==> config.mk <==
export PLATFORM = sky130hd
export DESIGN_NAME = bpred_table_ctrl
export DESIGN_NICKNAME = d
export VERILOG_FILES = /design/src/rtl/bpred_table_ctrl.sv
export SDC_FILE = /design/constraint.sdc
export NUM_CORES = 1
export LEC_CHECK = 0
export BUFFER_PORTS_ARGS = -buffer_cell sky130_fd_sc_hd__buf_2
export CAP_MARGIN = 20
export CORE_ASPECT_RATIO = 1.5
export CORE_UTILIZATION = 55
export DETAILED_ROUTE_END_ITERATION = 16
export PLACE_DENSITY = 0.73
export RECOVER_POWER = 50
export SKIP_LAST_GASP = 1
export SLEW_MARGIN = 20
export SYNTH_ARGS = -nofsm -noshare
export SYNTH_HDL_FRONTEND = slang
export SYNTH_SLANG_ARGS = --single-unit
==> constraint.sdc <==
create_clock -name clk -period 5.41 [get_ports clk]
set_clock_uncertainty 0.1 [all_clocks]
set_input_delay 0.2705 -clock clk [delete_from_list [all_inputs] [get_ports clk]]
set_output_delay 0.2705 -clock clk [all_outputs]
set_load 0.005 [all_outputs]
==> src/rtl/bpred_table_ctrl.sv <==
// bpred_table_ctrl: 2-bit counter table with init sweep, lookup/update arbitration and a FIFO of pending updates
module bpred_table_ctrl #(
  parameter int IDX_W     = 4,
  parameter int QDEPTH    = 4,
  parameter int MAX_DEFER = 3
) (
  input  logic                       clk,
  input  logic                       reset,
  input  logic                       lookup_valid,
  input  logic [IDX_W-1:0]           lookup_idx,
  output logic                       lookup_ready,
  output logic                       pred_valid,
  output logic                       pred_taken,
  input  logic                       upd_valid,
  input  logic [IDX_W-1:0]           upd_idx,
  input  logic                       upd_taken,
  output logic                       upd_ready,
  output logic                       busy,
  output logic [$clog2(QDEPTH):0]    q_count
);
  localparam int N  = 1 << IDX_W;
  localparam int AW = $clog2(QDEPTH);
  localparam int CW = AW + 1;
  localparam int DW = $clog2(MAX_DEFER + 1);
  typedef enum logic {INIT, RUN} state_t;
  state_t            state;
  logic [IDX_W-1:0]  sweep;
  logic [1:0]        tbl [N];
  logic [IDX_W:0]    q [QDEPTH];
  logic [AW-1:0]     head, tail;
  logic [DW-1:0]     defer;
  logic              lk, commit, push, ht;
  logic [IDX_W-1:0]  hidx;
  logic [1:0]        cur, nxt;
  assign busy         = state == INIT;
  assign upd_ready    = !busy && q_count < CW'(QDEPTH);
  assign lookup_ready = !busy && !(q_count != '0 && defer == DW'(MAX_DEFER));
  always_comb begin
    lk          = lookup_valid && lookup_ready;
    commit      = !busy && q_count != '0 && !lk;
    push        = upd_valid && upd_ready;
    {hidx, ht}  = q[head];
    cur         = tbl[hidx];
    nxt         = ht ? (cur == 2'b11 ? cur : cur + 2'b01) : (cur == 2'b00 ? cur : cur - 2'b01);
  end
  // storage arrays carry no reset; the sweep defines the table after reset
  always_ff @(posedge clk) begin
    if (busy) tbl[sweep] <= 2'b00;
    else if (commit) tbl[hidx] <= nxt;
    if (push) q[tail] <= {upd_idx, upd_taken};
  end
  always_ff @(posedge clk or posedge reset) begin
    if (reset) begin
      state      <= INIT;
      sweep      <= '0;
      head       <= '0;
      tail       <= '0;
      q_count    <= '0;
      defer      <= '0;
      pred_valid <= 1'b0;
      pred_taken <= 1'b0;
    end else begin
      if (state == INIT) begin
        sweep <= sweep + 1'b1;
        if (sweep == '1) state <= RUN;
      end
      head       <= head + AW'(commit);
      tail       <= tail + AW'(push);
      q_count    <= q_count + CW'(push) - CW'(commit);
      defer      <= (commit || q_count == '0) ? '0 : lk ? defer + 1'b1 : defer;
      pred_valid <= lk;
      if (lk) pred_taken <= tbl[lookup_idx][1];
    end
  end
endmodule

## After elaboration in Yosys (flattened, before gate mapping)

Memories as Yosys holds them, arrays and structs flattened. A register that Yosys moved wholly into a read port is not among the register bits.
Index checks and enable logic that the tools add are counted.

| word-level totals | value |
|---|---|
| bits in registers | 15 |
| memory bits (writable) | 52 |
| input bits | 13 |
| output and inout port bits | 8 |
| logic and storage cells | 53 |
| memories | 2 |

| cells by class | value |
|---|---|
| add/sub/neg operators | 8 |
| order comparisons | 1 |
| equal/unequal tests | 3 |
| mux-type cells | 16 |
| bitwise logic cells | 1 |
| reductions and logical operators | 15 |

Memory list:

| memory | words | bits a word | rd ports | clocked after memory_dff | wr ports | line | text |
|---|---|---|---|---|---|---|---|
| tbl | 16 | 2 | 2 | 1 | 1 | 28 | `logic [1:0] tbl [N];` |
| q | 4 | 5 | 1 | 0 | 1 | 29 | `logic [IDX_W:0] q [QDEPTH];` |

Operators with widths:

| kind | number |
|---|---|
| $mux W2 | 6 |
| $mux W1 | 9 |
| $logic_and A1 B1 Y1 | 7 |
| $add A2 B1 Y2 | 2 |
| $add A2 B1 Y2 const B | 2 |
| $add A4 B1 Y4 const B | 1 |
| $eq A2 B2 Y1 const B | 2 |
| $eq A4 B4 Y1 const B | 1 |
| $mux W4 | 1 |
| $add A3 B1 Y3 | 1 |
| $logic_not A3 Y1 | 1 |
| $lt A3 B3 Y1 const B | 1 |
| $reduce_bool A3 Y1 | 1 |
| $sub A3 B1 Y3 | 1 |
| $logic_not A1 Y1 | 2 |
| $logic_not A2 Y1 | 1 |
| $reduce_bool A2 Y1 | 1 |
| $reduce_or A2 Y1 | 1 |
| $sub A2 B1 Y2 const B | 1 |
| $logic_or A1 B1 Y1 | 1 |
| $not A1 Y1 | 1 |

## Depth between registers and ports, before layout

Gate-level depths: netlist (run 1).

| depth | value |
|---|---|
| depth in word-level cells | 12 |
| gate-level depth with buffers | 10 |
| mapped depth without buffers | 10 |

## Least setup slack after synthesis (run 1)

Ideal clock, no wire load.

| timing | value |
|---|---|
| path type | register to register |
| from | register head[0] |
| to | memory tbl[0][1] (data pin) |
| setup time | 294 ps |
| arrival time | 2359 ps |
| data required time | 5016 ps |
| path slack | 2656 ps |
| stages on the path, launching flop included | 10 |
| buffers on the path | 3 |
| period minus slack after synthesis | 2754 ps |
| cell sequence | dfrtp_1 -> buf_6 -> mux4_2 -> buf_6 -> buf_12 -> mux2i_1 -> o22ai_1 -> nor2_1 -> a211o_1 -> o22ai_1 |

| between the ends | value |
|---|---|
| word-level cells in the longest chain between the ends | 6 |
| elaborated cells on any way between the ends | 10 |
| those cells by class | add/sub: 2; eq/ne: 1; mux: 4; reduce/logical: 1; memory: 2 |

Ends and longest elaborated chain:

| item | line | text |
|---|---|---|
| from (decl) | 30 | `logic [AW-1:0] head, tail;` |
| from (signal assigned) | 67 | `head <= head + AW'(commit);` |
| $mem_v2 Z4 W5 * | n/a |  |
| $mem_v2 Z16 W2 | n/a |  |
| $sub A2 B1 Y2, or another cell as far along | 44 | `nxt = ht ? (cur == 2'b11 ? cur : cur + 2'b01) : (cur == 2'b00 ? cur : cur - 2'b01);` |
| $mux W2 | 44 |  |
| $mux W2 * | 44 |  |
| $mux W2 (no line) * | n/a |  |
| to (decl) | 28 |  |

Mark *: on every way between the ends. The rest lies on a longest branch, timed or not.

## Worst setup path in the final report (run 1)

| timing | value |
|---|---|
| from | register head[0] |
| to | memory tbl[4][1] (data pin) |

Same word-level chain as after synthesis.

==> results of run 1 <==
## registers in the layout, indices dropped and copies added, names as in the netlist
| signal | cells |
|---|---|
| head | 2 |
| q | 20 |
| tail | 2 |
| pred_taken | 1 |
| tbl | 32 |
| state | 1 |
| q_count | 3 |
| sweep | 4 |
| pred_valid | 1 |
| defer | 2 |
## worst max path at each step
stage,endpoint,from
after floorplan,tbl[0][1],head[0]
after global placement,tbl[10][1],head[0]
after detailed placement,tbl[9][1],head[0]
after CTS,tbl[4][1],head[0]
after global routing,tbl[4][1],head[0]
final,tbl[4][1],head[0]
## power groups by stage
stage / Combinational, mW / Clock [mW] / Sequential (mW)
CTS: 0.624 / 0.404 / 0.806
global route: 0.675 / 0.426 / 0.816
finish: 0.620 / 0.403 / 0.805
floorplan: 0.506 / 0 / 0.794
detailed placement: 0.621 / 0 / 0.816
global placement: 0.587 / 0 / 0.808
## worst max-delay path, delay by kind of cell, from the launching register on
family          cells  cell delay [ns]
mux                 2             1.04
flops               1             0.49
compound gates      4             1.38
## logic make-up (layout without fill, tap and decap cells)
logic type,after synthesis,count (layout),synth area share
flip-flops,68,68,0.645
AND/OR/NAND/NOR,55,55,0.0815
multiplexers,32,32,0.152
AO/OA/AOI/OAI,19,19,0.0469
buffers and inverters,10,44,0.0226
adder cells (fa/ha/maj),7,7,0.0313
XOR/XNOR,7,7,0.0202
## metrics by stage
step                hold slack [ns]   util  total power, mW
CTS                          0.0363  0.645             1.83
global placement              0.251  0.607             1.40
global route                 0.0807  0.643             1.92
detailed placement            0.267  0.607             1.44
finish                       0.0994  0.643             1.83
floorplan                    0.0842      -             1.30
## cells in the final DEF (no fill, tap or decap), types with 4 or more instances in the layout
master,n
mux2i_1,20
ha_1,6
clkbuf_8,9
nor2_1,22
mux4_2,6
nand2b_1,5
edfxtp_1,52
buf_2,11
dfrtp_1,16
nand2_1,14
inv_1,7
xnor2_1,5
nor3_1,4
mux4_1,4
o22ai_1,7
clkbuf_1,9
## cell type report
| cell class | count | area (µm²) |
|---|---|---|
| clock buffer | 10 | 128 |
| clock inverter | 6 | 63.8 |
| fill | 403 | 1870 |
| inverter | 7 | 26.3 |
| multi-input combinational | 120 | 1010 |
| sequential | 68 | 1960 |
| tap | 68 | 85.1 |
| timing repair buffer | 21 | 100 |
## per-layer routing
layer,vias up,GRT usage
li1,807,-
met1,873,0.217
met2,38,0.417
met3,10,0.0512
met4,0,0.0950
met5,-,0
==> out/results.ini, run 1 <==
[synth]
syn_avg_cell_area_um2 = 15.4
synth_edf_count = 52
synth_commonest_cells = 52 x edfxtp_1, 22 x nor2_1, 20 x mux2i_1, 16 x dfrtp_1, 14 x nand2_1
synthCells = 198
ys_ff_latch = 68
ys_seq_area_frac = 0.645
ys_types = 36
synth_area_um2 = 3040
async_reset_ff_frac = 0.235
ys.flop_type = edfxtp_1
syn_nets = 218
synthTopCellsByArea = edfxtp_1 51%, dfrtp_1 13%, mux2i_1 6.6%
yosysMostFrequentCell = edfxtp_1
yosysWarnings = 0
synth_area_leader_cell = edfxtp_1
netlist.area_leader.share = 0.514

[floorplan]
die_x_um = 62.7
die_y_um = 93.1
die_area_um2 = 5840
rows = 32
io_pins = 21
start_util = 0.580
coreArea_um2 = 5250

[power_and_ir_drop]
p_switching_uw = 621
pwr-share-seq = 0.440
powerDensity_nw_per_um2 = 541
pwr-share-comb = 0.339
leakage_nw = 1.30
p_int_mw = 1.21
clockPowerShare = 0.221
swShare = 0.340
ir_drop_mv = 0.338

[routing]
vias = 1728
wl_met1_um = 2000
antenna_left = 0
met2WireLength_um = 3250
via_per_inst = 5.76
wl_um = 5520
dr.max_layer_used = met4
drt-pass1-iter-count = 6
routedWlPerCell_um = 18.4
dr_wl_met3_um = 160
drt_drc_violations_left = 0
drtIter0Drc = 67

[critical_path]
slowest_stage = mux4_2
cp_cell_sequence = mux4_2, mux2i_1, o22a_1, a21oi_1, o21ai_0, o22ai_1
reg2reg_slack_ns = 2.06
max_stage_delay_ns = 0.81
cp.required_ns = 5.32
worstSetupEndpointType = flip-flop
critPathArrivalTime_ns = 3.26
critPathKind = reg2reg
r2r-start = head[0]
cp_max_fo = 17
r2r_end = tbl[4][1]
reg2regPathDepth = 6
start_kind = flip-flop

[final_layout]
n_antenna_cell = 0
fin_area_um2 = 3370
syn_to_final_growth_pct = 11.0
final_cells = 300
finish.net_count = 247
drive_above_1_share = 0.164

[global_routing]
grt_max_degree = 18
grt_pass1_wl_um = 9120
grt_pass1_vias = 1852
grt-ovfl-total = 0
grt.total_usage = 0.217
antenna_found_initial = 0

[clocking]
clk_latency_ns = 0.34
clk_path_buf_depth = 2
cts-buffers-inserted = 9
cts-root-buf = clkbuf_8
clock-sinks = 68
cts_tree = done
h-tree-depth = 3
cts.clk_slew.worst_paths_ns = 0.07
hold_buffers = 1
cts-resized-gates = 0
postCtsSetupBuffers = 0

[sta]
relSlewSlack = 0.358
rsz0062_at_grt = no
finalHoldViolCount = 0
post-route-period-util = 0.620
worst_slack_ns = 2.06
slew_violations = 0
tightest_slew_ns = 0.962
fin_crit_ns = 3.35
max_freq_mhz = 298
finalSetupViolCount = 0
finalSetupTns_ns = 0

[place]
io_buffers = 20
placed_area_um2 = 3180
dp_cells = 283
dp_hpwl_um = 4110
place.gp.congestion = 0.837
pre_cts_ws_ns = 2.11

[outcome]
outcome = finished, final reports clean

[hold_path]
hold_class = in2reg
whs_path_depth = 1
min_from = upd_taken
hold_path_end = q[0][0]

[run]
cap_violations = 0

Note: power is estimated with default switching activity, not from simulation.
==> run 2: changes to the inputs <==
==> constraint.sdc (replaced) <==
create_clock -name clk -period 3.3 [get_ports clk]
set_clock_uncertainty 0.1 [all_clocks]
set_input_delay 0.165 -clock clk [delete_from_list [all_inputs] [get_ports clk]]
set_output_delay 0.165 -clock clk [all_outputs]
set_load 0.005 [all_outputs]
==> out/results.ini, run 2 (synthesis gave the netlist of run 1 again) <==
[clocking]
h-tree-depth = 3  ; unchanged
cts_tree = done  ; unchanged
clk_latency_ns = 0.34  ; about the same
cts-buffers-inserted = 9  ; unchanged
cts-root-buf = clkbuf_8  ; unchanged
clk_path_buf_depth = 2  ; unchanged
clock-sinks = 68  ; unchanged
cts.clk_slew.worst_paths_ns = 0.07  ; about the same
postCtsSetupBuffers = 0  ; unchanged

[global_routing]
grt-ovfl-total = 0  ; unchanged
grt_pass1_vias = 1847  ; was 1852
grt_max_degree = 17  ; was 18
antenna_found_initial = 0  ; unchanged
grt.total_usage = 0.219  ; was 0.217
grt_pass1_wl_um = 9030  ; was 9120 µm

[run]
cap_violations = 0  ; unchanged

[final_layout]
reg.largest.list = tbl x32, q x20, sweep x4  ; unchanged
mostFrequentLayoutCells = 52 x edfxtp_1, 22 x nor2_1, 20 x mux2i_1, 16 x dfrtp_1, 14 x nand2_1  ; unchanged
drive_above_1_share = 0.183  ; was 0.164
final_cells = 308  ; was 300
largest_register_ffs = 32  ; unchanged
nFillCells = 393  ; was 403
syn_to_final_growth_pct = 13.8  ; was 11.0%
finish.net_count = 255  ; was 247
multi_input_area_um2 = 1020  ; was 1010 µm²
n_antenna_cell = 0  ; unchanged
regMostFlops = tbl  ; unchanged
final_common_cell = edfxtp_1  ; unchanged
regArea_um2 = 1960  ; unchanged

[power_and_ir_drop]
ir_drop_mv = 0.494  ; was 0.338 mV
leakage_nw = 1.33  ; was 1.30 nW
powerDensity_nw_per_um2 = 883  ; was 541 nW/µm²

[sta]
slew_violations = 0  ; unchanged
relSlewSlack = 0.514  ; was 0.358
worst_slack_ns = 0.149  ; was 2.06 ns
post-route-period-util = 0.955  ; was 0.620
fin_crit_ns = 3.15  ; was 3.35 ns
tightest_slew_ns = 0.723  ; was 0.962 ns
rsz0062_at_grt = no  ; unchanged
finalHoldViolCount = 0  ; unchanged
max_freq_mhz = 317  ; was 298 MHz
finalSetupViolCount = 0  ; unchanged

[critical_path]
critPathBufInv = 1  ; was 0
cp_max_fo = 16  ; was 17
start_kind = flip-flop  ; unchanged
reg2regPathDepth = 7  ; was 6
worstSetupEndpointType = flip-flop  ; unchanged
slowest_stage = mux4_2  ; unchanged
critPathArrivalTime_ns = 3.15  ; was 3.26 ns
path_depth = 7  ; was 6
critPathKind = reg2reg  ; unchanged
max_stage_delay_ns = 0.77  ; was 0.81 ns
cp.required_ns = 3.30  ; was 5.32 ns
cp_top_family = multiplexers  ; was compound AO/OA/AOI/OAI gates
cp_cell_sequence = mux4_2, buf_4, mux2i_1, o22ai_2, o21a_1, or3b_1, o22ai_4  ; was mux4_2, mux2i_1, o22a_1, a21oi_1, o21ai_0, o22ai_1

[floorplan]
io_pins = 21  ; unchanged
die_y_um = 93.1  ; unchanged
coreArea_um2 = 5250  ; unchanged
die_area_um2 = 5840  ; unchanged
die_x_um = 62.7  ; unchanged
start_util = 0.580  ; unchanged
rows = 32  ; unchanged

[hold_path]
whs_path_depth = 2  ; was 1
hold_class = in2reg  ; unchanged

[routing]
wl_um = 5490  ; was 5520 µm
vias = 1747  ; was 1728
antenna_left = 0  ; unchanged
drt_drc_violations_left = 0  ; unchanged
via_per_inst = 5.67  ; was 5.76
drt-pass1-iter-count = 4  ; was 6
routedWlPerCell_um = 17.8  ; was 18.4 µm
drtIter0Drc = 69  ; was 67

[place]
place.gp.congestion = 0.871  ; was 0.837
dp_hpwl_um = 4000  ; was 4110 µm
pre_cts_ws_ns = -0.00407  ; was 2.11 ns
dp_cells = 286  ; was 283
io_buffers = 20  ; unchanged

[outcome]
outcome = finished, final reports clean  ; unchanged

-- run 2: changes by cell type in the layout (fill, tap and decap cells not counted) --
cell | previous run | this run
dlygate4sd3_1 | 1 | 6
buf_4 | 0 | 3
clkinv_2 | 1 | 3
clkinvlp_4 | 1 | 3
clkbuf_1 | 9 | 8
clkinv_1 | 1 | 0
clkinv_4 | 1 | 0
inv_6 | 1 | 0
o22ai_1 | 7 | 6
o22ai_4 | 0 | 1
-- run 2: what timing repair did --
item,in CTS,in global routing
setup endpoints to repair,30,0
resized for setup,2,0
hold buffers,6,0
endpoints found under the hold margin,36,0
-- run 2: layer usage --
layer | part of all wire | up-vias | routed length [µm] | global-route usage
met1 | 0.37 | 869 | 2030 | 0.209
met5 | 0 | - | 0 | 0
met3 | 0.032 | 13 | 175 | 0.0561
li1 | - | 825 | - | -
met4 | 0.024 | 0 | 131 | 0.118
met2 | 0.57 | 40 | 3150 | 0.418
-- run 2: power by group --
group	internal (mW)	leakage (nW)	switching (mW)
sequential	1.22	0.671	0.0949
combinational	0.455	0.569	0.633
clock	0.344	0.0910	0.310
-- run 2: final timing paths --
check,start,endpoint,slack [ns]
setup / recovery,head[0],tbl[4][0],0.15
hold / removal,lookup_valid,pred_valid,0.1
setup reg to reg,head[0],tbl[4][0],0.15
hold reg to reg,sweep[2],sweep[2],0.41
max in group asynchronous,reset,head[0],2.37
min in group asynchronous,reset,sweep[0],0.34
-- run 2: area by class of cell --
| cell class | count | area share |
|---|---|---|
| Inverter | 7 | 0.00759 |
| Tap cell | 68 | 0.0246 |
| Clock inverter | 7 | 0.0195 |
| Clock buffer | 9 | 0.0358 |
| Timing Repair Buffer | 29 | 0.0499 |
| Sequential cell | 68 | 0.567 |
| Multi-Input combinational cell | 120 | 0.296 |
-- run 2: stage by stage --
step | power [mW] | utilization | hold WS (ns) | TNS, ns | area [µm²]
after floorplan | 2.13 | - | -0.0213 | 0 | 3040
after global placement | 2.32 | 0.611 | 0.149 | 0 | 3210
after detailed placement | 2.37 | 0.611 | 0.158 | -0.0604 | 3210
after CTS | 3.07 | 0.662 | 0.0843 | 0 | 3470
after global routing | 3.22 | 0.660 | 0.120 | 0 | 3460
final | 3.05 | 0.660 | 0.0972 | 0 | 3460
==> run 3: changes to the inputs <==
--- a/config.mk
+++ b/config.mk
@@ -10,6 +10,7 @@
 export CORE_ASPECT_RATIO = 1.5
 export CORE_UTILIZATION = 55
 export DETAILED_ROUTE_END_ITERATION = 16
+export GPL_TIMING_DRIVEN = 0
 export PLACE_DENSITY = 0.73
 export RECOVER_POWER = 50
 export SKIP_LAST_GASP = 1
==> out/results.ini, run 3 (synthesis gave the netlist of run 1 again) <==
[outcome]
outcome = finished, final reports clean  ; unchanged

[clocking]
cts_tree = done  ; unchanged
clk_latency_ns = 0.35  ; was 0.34 ns
cts.clk_slew.worst_paths_ns = 0.07  ; about the same
cts-buffers-inserted = 9  ; unchanged
clk_path_buf_depth = 2  ; unchanged
cts-root-buf = clkbuf_8  ; unchanged
clock-sinks = 68  ; unchanged
h-tree-depth = 3  ; unchanged

[final_layout]
mostFrequentLayoutCells = 52 x edfxtp_1, 22 x nor2_1, 20 x mux2i_1, 16 x dfrtp_1, 14 x nand2_1  ; unchanged
final_cells = 308  ; unchanged
drive_above_1_share = 0.179  ; was 0.183
finish.net_count = 255  ; unchanged
final_common_cell = edfxtp_1  ; unchanged
multi_input_area_um2 = 1020  ; unchanged
syn_to_final_growth_pct = 14.6  ; was 13.8%
reg.largest.list = tbl x32, q x20, sweep x4  ; unchanged
fin_area_um2 = 3480  ; was 3460 µm²
nFillCells = 380  ; was 393
regArea_um2 = 1960  ; unchanged
n_antenna_cell = 0  ; unchanged
largest_register_ffs = 32  ; unchanged
regMostFlops = tbl  ; unchanged

[global_routing]
grt.total_usage = 0.211  ; was 0.219
grt_pass1_vias = 1857  ; was 1847
grt-ovfl-total = 0  ; unchanged
antenna_found_initial = 0  ; unchanged
grt_pass1_wl_um = 8880  ; was 9030 µm
grt_max_degree = 17  ; unchanged

[hold_path]
min_from = lookup_valid  ; unchanged
hold_class = in2reg  ; unchanged

[sta]
fin_crit_ns = 3.04  ; was 3.15 ns
slew_violations = 0  ; unchanged
finalHoldViolCount = 0  ; unchanged
hold_ws_ns = 0.0903  ; was 0.0972 ns
post-route-period-util = 0.922  ; was 0.955
finalSetupViolCount = 0  ; unchanged
max_freq_mhz = 329  ; was 317 MHz
tightest_slew_ns = 0.755  ; was 0.723 ns
finalSetupTns_ns = 0  ; unchanged
relSlewSlack = 0.493  ; was 0.514
rsz0062_at_grt = no  ; unchanged

[critical_path]
worstSetupEndpointType = flip-flop  ; unchanged
critPathKind = reg2reg  ; unchanged
start_kind = flip-flop  ; unchanged
cp_max_fo = 16  ; unchanged
endpoint = tbl[1][1]  ; was tbl[4][0]
r2r_end = tbl[1][1]  ; was tbl[4][0]
crit_path_start = head[0]  ; unchanged
reg2reg_slack_ns = 0.26  ; was 0.15 ns
critPathArrivalTime_ns = 3.01  ; was 3.15 ns
r2r-start = head[0]  ; unchanged
reg2regPathDepth = 7  ; unchanged
cp.required_ns = 3.27  ; was 3.30 ns

[routing]
routedWlPerCell_um = 17.2  ; was 17.8 µm
via_per_inst = 5.54  ; was 5.67
wl_um = 5300  ; was 5490 µm
drtIter0Drc = 79  ; was 69
drt_drc_violations_left = 0  ; unchanged
antenna_left = 0  ; unchanged
drt-pass1-iter-count = 4  ; unchanged
vias = 1707  ; was 1747

[floorplan]
die_area_um2 = 5840  ; unchanged
start_util = 0.580  ; unchanged
coreArea_um2 = 5250  ; unchanged
die_y_um = 93.1  ; unchanged
io_pins = 21  ; unchanged
rows = 32  ; unchanged
die_x_um = 62.7  ; unchanged

[place]
place.gp.congestion = 0.846  ; was 0.871
io_buffers = 20  ; unchanged
dp_cells = 286  ; unchanged
dp_hpwl_um = 3770  ; was 4000 µm
placed_area_um2 = 3230  ; was 3210 µm²

[power_and_ir_drop]
ir_drop_mv = 0.497  ; was 0.494 mV
leakage_nw = 1.34  ; was 1.33 nW
powerDensity_nw_per_um2 = 889  ; was 883 nW/µm²

[run]
cap_violations = 0  ; unchanged

[run 3: cell count changes in the layout (fill, tap and decap cells not counted), sizes merged]
cell	before	now
clkinv	3	2
buf	14	15
[run 3: repair_timing]
action                                 CTS  global route
hold buffers                             6             0
endpoints found under the hold margin   36             0
setup endpoints to repair               16             3
buffers inserted                         0             0
resized for setup                        1             1
[run 3: worst min path at each step]
stage,end,cells past startpoint,slack [ns]
finish,pred_valid,2,0.09
global route,pred_valid,2,0.10
CTS,pred_valid,2,0.07
detailed placement,pred_valid,2,0.15
global placement,pred_taken,2,0.14
floorplan,defer[0],1,-0.02
[run 3: metrics by stage]
stage	power (mW)	setup WS [ns]	utilization
floorplan	2.13	0.546	-
global placement	2.37	0.0548	0.615
detailed placement	2.43	-0.0687	0.615
CTS	3.11	0.153	0.664
global route	3.28	0.0697	0.664
finish	3.10	0.259	0.664
[run 3: critical path, stage by stage, from the launching register on]
cell and delay (ns):
dfrtp_1 0.37, buf_6 0.13, mux4_1 0.68, or2_1 0.31, o22a_1 0.20, a21oi_1 0.31
o21ai_0 0.16, o22ai_2 0.51
[run 3: final cells by class]
type                    instances  share of cell area
plain buffers                   3              0.0122
clock buffers                  10              0.0366
clock inverters                 6              0.0187
inverters                       7             0.00754
multi-input cells             120               0.294
flip-flops and latches         68               0.563
well taps                      68              0.0244
repair buffers                 26              0.0435
[run 3: layer usage]
layer / global-route usage / wire [µm] / vias up
li1: - / - / 824
met1: 0.214 / 1980 / 830
met2: 0.383 / 2990 / 36
met3: 0.0646 / 181 / 17
met4: 0.109 / 142 / 0
met5: 0 / 0 / -
[run 3: report_power, final]
group          internal (mW)  total [mW]  switching (mW)
Clock                  0.347       0.663           0.316
Combinational          0.481        1.13           0.652
Sequential              1.22        1.30          0.0845
